--- src/rtl/snn_pkg.sv ---
// Types and helpers shared by the spiking-network controller and its input-side blocks.
package snn_pkg;

  localparam int SR_DEPTH_DEF = 16384;

  function automatic int idx_width(input int depth);
    return (depth > 1) ? $clog2(depth) : 1;
  endfunction

  localparam int IDXW = idx_width(SR_DEPTH_DEF);

  typedef struct packed {
    logic [IDXW-1:0] index;
  } spike_event_t;

  // Controller states, kept here so the controller and its feeders agree on one definition.
  typedef enum logic [1:0] {
    C_IDLE,
    C_PROC,
    C_ACCU
  } c_state;

endpackage

--- src/rtl/spike_event_fifo.sv ---
// Synchronous event FIFO with push/pop/flush and an occupancy count; the head output is masked to zero when empty.
module spike_event_fifo #(
  parameter int DEPTH = 8,
  parameter int W     = 14
) (
  input  logic                     clk,
  input  logic                     reset,
  input  logic                     flush,
  input  logic                     push,
  input  logic [W-1:0]             push_data,
  input  logic                     pop,
  output logic                     head_valid,
  output logic [W-1:0]             head_data,
  output logic [$clog2(DEPTH):0]   count,
  output logic                     full
);

  localparam int AW = $clog2(DEPTH);

  logic [W-1:0]  mem [DEPTH];
  logic [AW-1:0] wr_ptr;
  logic [AW-1:0] rd_ptr;
  logic          do_push;
  logic          do_pop;

  assign full       = (count == (AW+1)'(DEPTH));
  assign head_valid = (count != '0);
  assign do_push    = push && !full;
  assign do_pop     = pop && head_valid;
  assign head_data  = head_valid ? mem[rd_ptr] : '0;

  always_ff @(posedge clk) begin
    if (reset || flush) begin
      wr_ptr <= '0;
      rd_ptr <= '0;
      count  <= '0;
    end else begin
      if (do_push) wr_ptr <= wr_ptr + 1'b1;
      if (do_pop)  rd_ptr <= rd_ptr + 1'b1;
      case ({do_push, do_pop})
        2'b10:   count <= count + 1'b1;
        2'b01:   count <= count - 1'b1;
        default: count <= count;
      endcase
    end
  end

  // Storage is data only; validity comes from the pointers and count.
  always_ff @(posedge clk) begin
    if (do_push && !reset && !flush) mem[wr_ptr] <= push_data;
  end

endmodule

--- src/rtl/spike_event_arbiter.sv ---
// Round-robin arbitration of several spike sources into one buffered event stream for the network controller.
module spike_event_arbiter
  import snn_pkg::*;
#(
  parameter int NUM_REQ    = 4,
  parameter int SR_DEPTH   = SR_DEPTH_DEF,
  parameter int FIFO_DEPTH = 8
) (
  input  logic                                  clk,
  input  logic                                  reset,
  input  logic                                  flush,
  input  logic [NUM_REQ-1:0]                    req_valid,
  input  logic [NUM_REQ*idx_width(SR_DEPTH)-1:0] req_index,
  output logic [NUM_REQ-1:0]                    req_ready,
  output logic                                  input_occurred,
  output logic [idx_width(SR_DEPTH)-1:0]        input_index,
  input  logic                                  input_ack,
  output logic [$clog2(FIFO_DEPTH):0]           fifo_count,
  output logic [15:0]                           accepted_count
);

  localparam int IW = idx_width(SR_DEPTH);
  localparam int PW = (NUM_REQ > 1) ? $clog2(NUM_REQ) : 1;

  logic [PW-1:0] rr_ptr;
  logic [PW-1:0] grant_idx;
  logic          grant_any;
  logic          full;
  logic [IW-1:0] grant_data;
  int            cand;

  // Search from rr_ptr upward (mod NUM_REQ); the first pending requester wins.
  always_comb begin
    req_ready = '0;
    grant_idx = '0;
    grant_any = 1'b0;
    cand      = 0;
    if (!reset && !flush && !full) begin
      for (int i = 0; i < NUM_REQ; i++) begin
        cand = (int'(rr_ptr) + i) % NUM_REQ;
        if (!grant_any && req_valid[cand]) begin
          grant_any       = 1'b1;
          grant_idx       = PW'(cand);
          req_ready[cand] = 1'b1;
        end
      end
    end
  end

  assign grant_data = req_index[int'(grant_idx)*IW +: IW];

  always_ff @(posedge clk) begin
    if (reset) begin
      rr_ptr         <= '0;
      accepted_count <= '0;
    end else if (grant_any) begin
      rr_ptr         <= PW'((int'(grant_idx) + 1) % NUM_REQ);
      accepted_count <= accepted_count + 16'd1;
    end
  end

  spike_event_fifo #(
    .DEPTH (FIFO_DEPTH),
    .W     (IW)
  ) u_fifo (
    .clk        (clk),
    .reset      (reset),
    .flush      (flush),
    .push       (grant_any),
    .push_data  (grant_data),
    .pop        (input_ack),
    .head_valid (input_occurred),
    .head_data  (input_index),
    .count      (fifo_count),
    .full       (full)
  );

endmodule

--- config.mk ---
export PLATFORM = sky130hd
export DESIGN_NAME = spike_event_arbiter
export DESIGN_NICKNAME = d
export VERILOG_FILES = /design/src/rtl/snn_pkg.sv /design/src/rtl/spike_event_fifo.sv /design/src/rtl/spike_event_arbiter.sv
export SDC_FILE = /design/constraint.sdc
export NUM_CORES = 1
export LEC_CHECK = 0
export ABC_AREA = 1
export BUFFER_PORTS_ARGS = -buffer_cell sky130_fd_sc_hd__buf_2
export CORE_UTILIZATION = 40
export DETAILED_ROUTE_END_ITERATION = 7
export HOLD_SLACK_MARGIN = 0.03
export REMOVE_ABC_BUFFERS = 1
export SETUP_SLACK_MARGIN = 0.02
export SKIP_LAST_GASP = 1
export SYNTH_ARGS = -nofsm -noshare
export SYNTH_HDL_FRONTEND = slang
export SYNTH_SLANG_ARGS = --single-unit
export TNS_END_PERCENT = 5
--- constraint.sdc ---
create_clock -name clk -period 5.1 [get_ports clk]
set_input_delay 1.275 -clock clk [delete_from_list [all_inputs] [get_ports clk]]
set_output_delay 1.275 -clock clk [all_outputs]
set_load 0.1 [all_outputs]
# Word-level counts from Yosys, hierarchy flattened
# Memory sizes are Yosys's and may differ from the RTL's. A register that Yosys moved wholly into a read port is not among the register bits.
# Cells that the tools add are included.
# Widths: inputs -> output; s select.
[word_totals] reg_bits=28 ram_bits=112 input_bits=64 mem_count=1
[mem_list] memory="u_fifo.mem" depth=8 word_bits=14 read_ports=1 rd_clocked_by_memory_dff=1 write_ports=1 line_no="spike_event_fifo.sv:20" rtl="logic [W-1:0] mem [DEPTH];"
[op_classes] n_addsub=9 n_mul=1 magnitude_cmp=8 n_eq_ne=3 shift=1 n_mux=46 bitwise=6 n_reduce_logical=25
[op_table] operator="$shiftx 56x7->14" n=1
[op_table] operator="$mux 4" n=8
[op_table] operator="$mux 1" n=21
[op_table] operator="$add 16x1->16 const B" n=1
[op_table] operator="$mux 14" n=1
[op_table] operator="$logic_and 1x1->1" n=13
[op_table] operator="$lt 3x4->1 const B" n=3
[op_table] operator="$or 4x4->4" n=3
[op_table] operator="$mux 2" n=5
[op_table] operator="$ge 3x1->1 const B" n=3
[op_table] operator="$bmux 1 s2" n=4
[op_table] operator="$demux 1 s2" n=4
[op_table] operator="$pmux 4 s2" n=1
[op_table] operator="$add 3x1->3 const B" n=2
[op_table] operator="$logic_not 1->1" n=6
[op_table] operator="$mux 3" n=2
[op_table] operator="$reduce_or 2->1" n=3
[op_table] operator="$mul 2x3->5 const B" n=1
[op_table] operator="$add 2x1->2 const B" n=2
[op_table] operator="$add 2x2->2 const B" n=2
[op_table] operator="$add 4x1->4 const B" n=1
[op_table] operator="$eq 4x4->1 const B" n=1
[op_table] operator="$reduce_bool 4->1" n=1
[op_table] operator="$sub 4x1->4 const B" n=1
[op_table] operator="other kinds (7)" n=9

# Longest topological paths before layout
[depth] ltp_word=22 depth_mapped=17

# Cells and area by module
# Synthesis repeated with hierarchy kept, for this count alone.
[hier_totals] cells_unflattened=901 hier_area_um2=7657.3
[modules_own_cells] mod="spike_event_fifo" n_inst=1 cells_per_inst=497 area_per_inst_um2=5288.8 seq_area_each_um2=3623.5
[modules_own_cells] mod="spike_event_arbiter" n_inst=1 cells_per_inst=404 area_per_inst_um2=2368.5 seq_area_each_um2=360.3

# Least setup slack after synthesis
# Ideal clock, no wire load.
[synth_path] path_kind="reg-to-output" startpoint="register u_fifo.count[0]" endpoint="output input_index[10]" arrival_ns=4.208 required_ns=3.825 path_slack_ns=-0.383 path_stages_with_launch=6 path_buffers=1 cell_sequence="dfxtp_1 nor2_1 nand3_1 clkbuf_1 o21ai_0 a31oi_1"
[synth_between] elab_chain_cells=2
[synth_rtl] element="start, declared" line_no="spike_event_fifo.sv:14" rtl="output logic [$clog2(DEPTH):0] count,"
[synth_rtl] element="start signal, assigned" line_no="spike_event_fifo.sv:41" rtl="2'b10: count <= count + 1'b1;"
[synth_rtl] element="start signal, assigned" line_no="spike_event_fifo.sv:42" rtl="2'b01: count <= count - 1'b1;"
[synth_rtl] element="start signal, assigned" line_no="spike_event_fifo.sv:43" rtl="default: count <= count;"
[synth_rtl] element="$reduce_bool 4->1" line_no="spike_event_fifo.sv:27" rtl="assign head_valid = (count != '0);"
[synth_rtl] element="net input_occurred" line_no="spike_event_arbiter.sv:15" rtl="output logic input_occurred,"
[synth_rtl] element="$mux 14" line_no="spike_event_fifo.sv:30" rtl="assign head_data = head_valid ? mem[rd_ptr] : '0;"
[synth_rtl] element="end, declared" line_no="spike_event_arbiter.sv:16" rtl="output logic [idx_width(SR_DEPTH)-1:0] input_index,"
# The timed path passes the listed nets, and every way through them passes these cells.

# Final worst setup path
[layout_path] startpoint="register rr_ptr[1]" endpoint="output req_ready[0]"
[layout_between] elab_chain_cells=16
[layout_rtl] element="start, declared" line_no="spike_event_arbiter.sv:25" rtl="logic [PW-1:0] rr_ptr;"
[layout_rtl] element="start signal, assigned" line_no="spike_event_arbiter.sv:57" rtl="rr_ptr <= PW'((int'(grant_idx) + 1) % NUM_REQ);"
[layout_rtl] element="$add 2x1->2 or $bmux 1 s2 (tied branches)" line_no="spike_event_arbiter.sv:40, spike_event_arbiter.sv:41"
[layout_rtl] element="$reduce_or 2->1 (no line) or $mux 1 (tied branches)"
[layout_rtl] element="$and 1x1->1 (no line) or $mux 1 (tied branches)"
[layout_rtl] element="$lt 3x4->1 (not written as such), or another cell as far along" line_no="spike_event_arbiter.sv:44" rtl="req_ready[cand] = 1'b1;"
[layout_rtl] element="$logic_and 1x1->1 (not written as such) or $logic_not 1->1 (tied branches)" line_no="spike_event_arbiter.sv:44, spike_event_arbiter.sv:41"
[layout_rtl] element="$mux 1 (not written as such) or $logic_and 1x1->1 (tied branches)" line_no="spike_event_arbiter.sv:44, spike_event_arbiter.sv:41"
[layout_rtl] element="$demux 1 s2 or $mux 1 (tied branches)" line_no="spike_event_arbiter.sv:44, spike_event_arbiter.sv:41"
[layout_rtl] element="$or 4x4->4 (no line) or $mux 1 (tied branches)"
[layout_rtl] element="$mux 4 or $logic_not 1->1 (tied branches)" line_no="spike_event_arbiter.sv:41" rtl="if (!grant_any && req_valid[cand]) begin"
[layout_rtl] element="$mux 4 or $logic_and 1x1->1 (tied branches)" line_no="spike_event_arbiter.sv:38, spike_event_arbiter.sv:41"
[layout_rtl] element="$or 4x4->4 (no line) or $mux 1 (tied branches)"
[layout_rtl] element="$mux 4 or $mux 1 (tied branches)" line_no="spike_event_arbiter.sv:41, spike_event_arbiter.sv:38"
[layout_rtl] element="$mux 4 or $logic_not 1->1 (tied branches)" line_no="spike_event_arbiter.sv:38, spike_event_arbiter.sv:41"
[layout_rtl] element="$or 4x4->4 (no line) or $logic_and 1x1->1 (tied branches)"
[layout_rtl] element="$mux 4 (*)" line_no="spike_event_arbiter.sv:41"
[layout_rtl] element="$mux 4 (*)" line_no="spike_event_arbiter.sv:38" rtl="if (!reset && !flush && !full) begin"
[layout_rtl] element="end, declared" line_no="spike_event_arbiter.sv:14" rtl="output logic [NUM_REQ-1:0] req_ready,"
# Every way passes the cells marked *; elsewhere a longest branch is shown, timed or not. The select of a mux whose other input is x is not followed.

==> impl_metrics.tcl <==
set metrics [dict create \
    die_w_um 137 \
    cts_tree "yes" \
    yosysUniqueCellTypes 35 \
    io_pins 103 \
    synth_ff_type "edfxtp_1" \
    crit_family "buffers and inverters" \
    finalHoldViolCount 0 \
    port_buffers 102 \
    maxCapViolations 0 \
    p_int_mw 2.11 \
    crit_arrival_ps 3140 \
    startpoint "rr_ptr[1]" \
    final_nets 988 \
    period_minus_slack_ps 4420 \
    critPathLaunchType "flop" \
    die_area_um2 18800 \
    core_um2 17900 \
    route.vias.total 5824 \
    drc_errors 0 \
    r2r-end "u_fifo.mem[5][0]" \
    fin_setup_tns_ps 0 \
    grt_use_total_pct 19.5 \
    post_cts_buffers 0 \
    clkPwrFrac_pct 35.7 \
    placed_cells 1119 \
    crit_type "reg2out" \
    row_count 49 \
    synth_cells 810 \
    worstMarginPinSlew_ps 849 \
    synth_most_common_cell "nand2_1" \
    synth_area_leaders "edfxtp_1, dfxtp_1, nand2_1" \
    r2r-start "rr_ptr[1]" \
    routed_wl_um 17400 \
    cp_slowest_cell "dfxtp_1" \
    crit_path_end_kind "output pin" \
    fillCellCount 1728 \
    stdcell_count 1151 \
    root_buffer "clkbuf_16" \
    critical_path_buf_inv_count 5 \
    crit_end "req_ready[0]" \
    reg2reg_depth 11 \
    p_sw_share_pct 32.8 \
    clkLatencyLatePin_ps 420 \
    fmax_mhz 226 \
    wl_per_cell_um 15.1 \
    rrSetupSlack_ps 1510 \
    path_cells "inv_2 > ha_1 > inv_1 > nand3_2 > nand2_4 > inv_1 > nor3_1 > a21oi_1 > o21ai_0 > nand2_1 > inv_1 > buf_2" \
    numCtsBuffers 17 \
    hold_class "reg2reg" \
    synth_compound_area_share_pct 11.2 \
    gp_congestion 0.812 \
    drv_slew 0 \
    clk_pin_slew_ps 60 \
    overflow 0 \
    synthTopCellsByCount "nand2_1, nor2_1, edfxtp_1, inv_1, o21ai_0" \
    cp_common_cell "inv_1" \
    p_leak_nw 3.61 \
    yosys.area.top_type "edfxtp_1" \
    rsz0062_at_grt "no" \
    htree_levels 4 \
    synthAdderAreaFrac_pct 2.68 \
    drive_above_1_share_pct 20.0 \
    p_per_area_nw_per_um2 365 \
    start_util_pct 40.7 \
    hold_ws_ps 463 \
    p_comb_share_pct 21.4 \
    grt_pass1_vias 5271 \
    synth_top_cell_area_share_pct 46.1 \
    synthMuxAreaShare_pct 0 \
    yosys.area_share.xor_xnor_pct 1.56 \
    outcome "finished clean" \
    first_pass_iters 5 \
    grt_max_degree 40 \
    setup_viol 0 \
    power_frac_seq_pct 43.0 \
    cts_buffer_depth 2 \
    synth_edf_count 112 \
    finClkSkew_ps 5.59 \
    yosys_warnings 0 \
    p_sw_mw 1.03 \
    synth_top_family_by_area "simple AND/OR/NAND/NOR gates" \
    finalCritPeriodShare_pct 86.6 \
    syn_area_per_cell_um2 9.00 \
    area_growth_pct 17.6 \
    synth_seq_cells 143 \
    vdd_drop_max_v 0.000251 \
    crit_path_max_fanout 9 \
    drt_iter0_drc 381 \
    dpl_worst_slack_ps 828 \
    async_reset_ff_share_pct 0 \
    setup_ws_ps 684 \
    grt_first_pass_wirelength_um 27400 \
    critPathMaxStageDelay_ps 580 \
    synth_simple_gate_area_share_pct 21.7 \
    crit_cells 12 \
    drtAntennaViolNets 0 \
    power_mw 3.13 \
    fp.dieH_um 137 \
    netlist_area_um2 7290 \
    n_antenna_cell 0 \
    avgViaCountPerCell 5.06 \
    place_hpwl_um 11500 \
    clock-sinks 143 \
    cts_resized 0 \
    slew_headroom_pct 43.0 \
    antenna_found_initial 0 \
    synth-seq-area-share_pct 54.6 \
    hold_buffers 0 \
    cp_data_required_time_ps 3830 \
]
==> routing by layer <==
layer | routed length (um) | global-route usage, %
met4 | 309 | 7.39
met3 | 802 | 2.96
met1 | 7930 | 26.2
met5 | 0 | 0
met2 | 8380 | 31.9
==> how the worst min path moves through the flow <==
stage                     start               end  slack (ps)  depth (start not counted)
2_1_floorplan  u_fifo.rd_ptr[2]              flop         430                          2
3_3_place_gp   u_fifo.rd_ptr[2]  u_fifo.rd_ptr[2]         450                          2
3_5_place_dp   u_fifo.rd_ptr[2]  u_fifo.rd_ptr[2]         460                          2
4_1_cts        u_fifo.rd_ptr[2]  u_fifo.rd_ptr[2]         470                          2
5_1_grt        u_fifo.rd_ptr[2]  u_fifo.rd_ptr[2]         490                          2
6_report       u_fifo.rd_ptr[2]  u_fifo.rd_ptr[2]         460                          2
==> cell families after synthesis <==
logic type	count (synthesis)
AO/OA/AOI/OAI	151
AND/OR/NAND/NOR	341
buffers and inverters	147
XOR/XNOR	13
adder cells (fa/ha/maj)	15
flip-flops	143
==> metrics by stage <==
step	util [%]	area, um2
finish	47.9	8580
global placement	44.9	8040
CTS	47.9	8580
global route	47.9	8580
floorplan	-	7100
detailed placement	44.9	8040
==> state kept, by name, summed over array words and instances (netlist names), named ones only <==
| name | flops |
|---|---|
| accepted_count | 16 |
| u_fifo.count | 4 |
| u_fifo.rd_ptr | 3 |
| rr_ptr | 2 |
| u_fifo.mem | 112 |
| u_fifo.wr_ptr | 3 |
==> power groups by stage <==
stage	clock [mW]	sequential (mW)	combinational, mW
2_1_floorplan	0	1.40	0.464
3_3_place_gp	0	1.37	0.663
3_5_place_dp	0	1.37	0.671
4_1_cts	1.13	1.35	0.672
5_1_grt	1.18	1.35	0.733
6_report	1.12	1.35	0.669
==> cell usage in the layout (no fill, tap or decap), types with 3 or more instances in the layout <==
| master | netlist | layout |
|---|---|---|
| nand3_2 | 15 | 15 |
| ha_1 | 14 | 14 |
| nand2_1 | 122 | 122 |
| nor3_1 | 4 | 4 |
| inv_1 | 99 | 99 |
| edfxtp_1 | 112 | 112 |
| a21oi_1 | 29 | 29 |
| buf_4 | 6 | 16 |
| clkbuf_16 | 0 | 17 |
| inv_6 | 0 | 5 |
| nand2_2 | 6 | 6 |
| nor2_1 | 119 | 119 |
| dfxtp_1 | 31 | 30 |
| nand4_1 | 33 | 33 |
| clkinv_4 | 1 | 4 |
| xnor2_1 | 7 | 7 |
| clkinv_1 | 2 | 3 |
| o21ai_0 | 89 | 89 |
| o22ai_1 | 14 | 14 |
| buf_2 | 6 | 102 |
| a31oi_1 | 14 | 14 |
| nand3_1 | 33 | 33 |
| inv_2 | 6 | 6 |
| xor2_1 | 6 | 6 |
| clkinvlp_4 | 0 | 4 |
==> cell type report <==
cell class	count	area (um2)	area share, %
flip-flops and latches	143	3990	46.5
multi-input cells	520	2710	31.5
repair buffers	119	651	7.59
clock buffers	18	429	5.00
inverters	108	410	4.79
well taps	229	287	3.34
clock inverters	14	109	1.27
==> worst register-to-register path: cells and delay by family, from the launching register on <==
kind | cells | cell delay [ps]
flip-flops | 1 | 580
adder cells (fa/ha/maj) | 1 | 370
AND/OR/NAND/NOR | 8 | 2120
buffers and inverters | 2 | 320
Note: power is estimated with default switching activity, not from simulation.
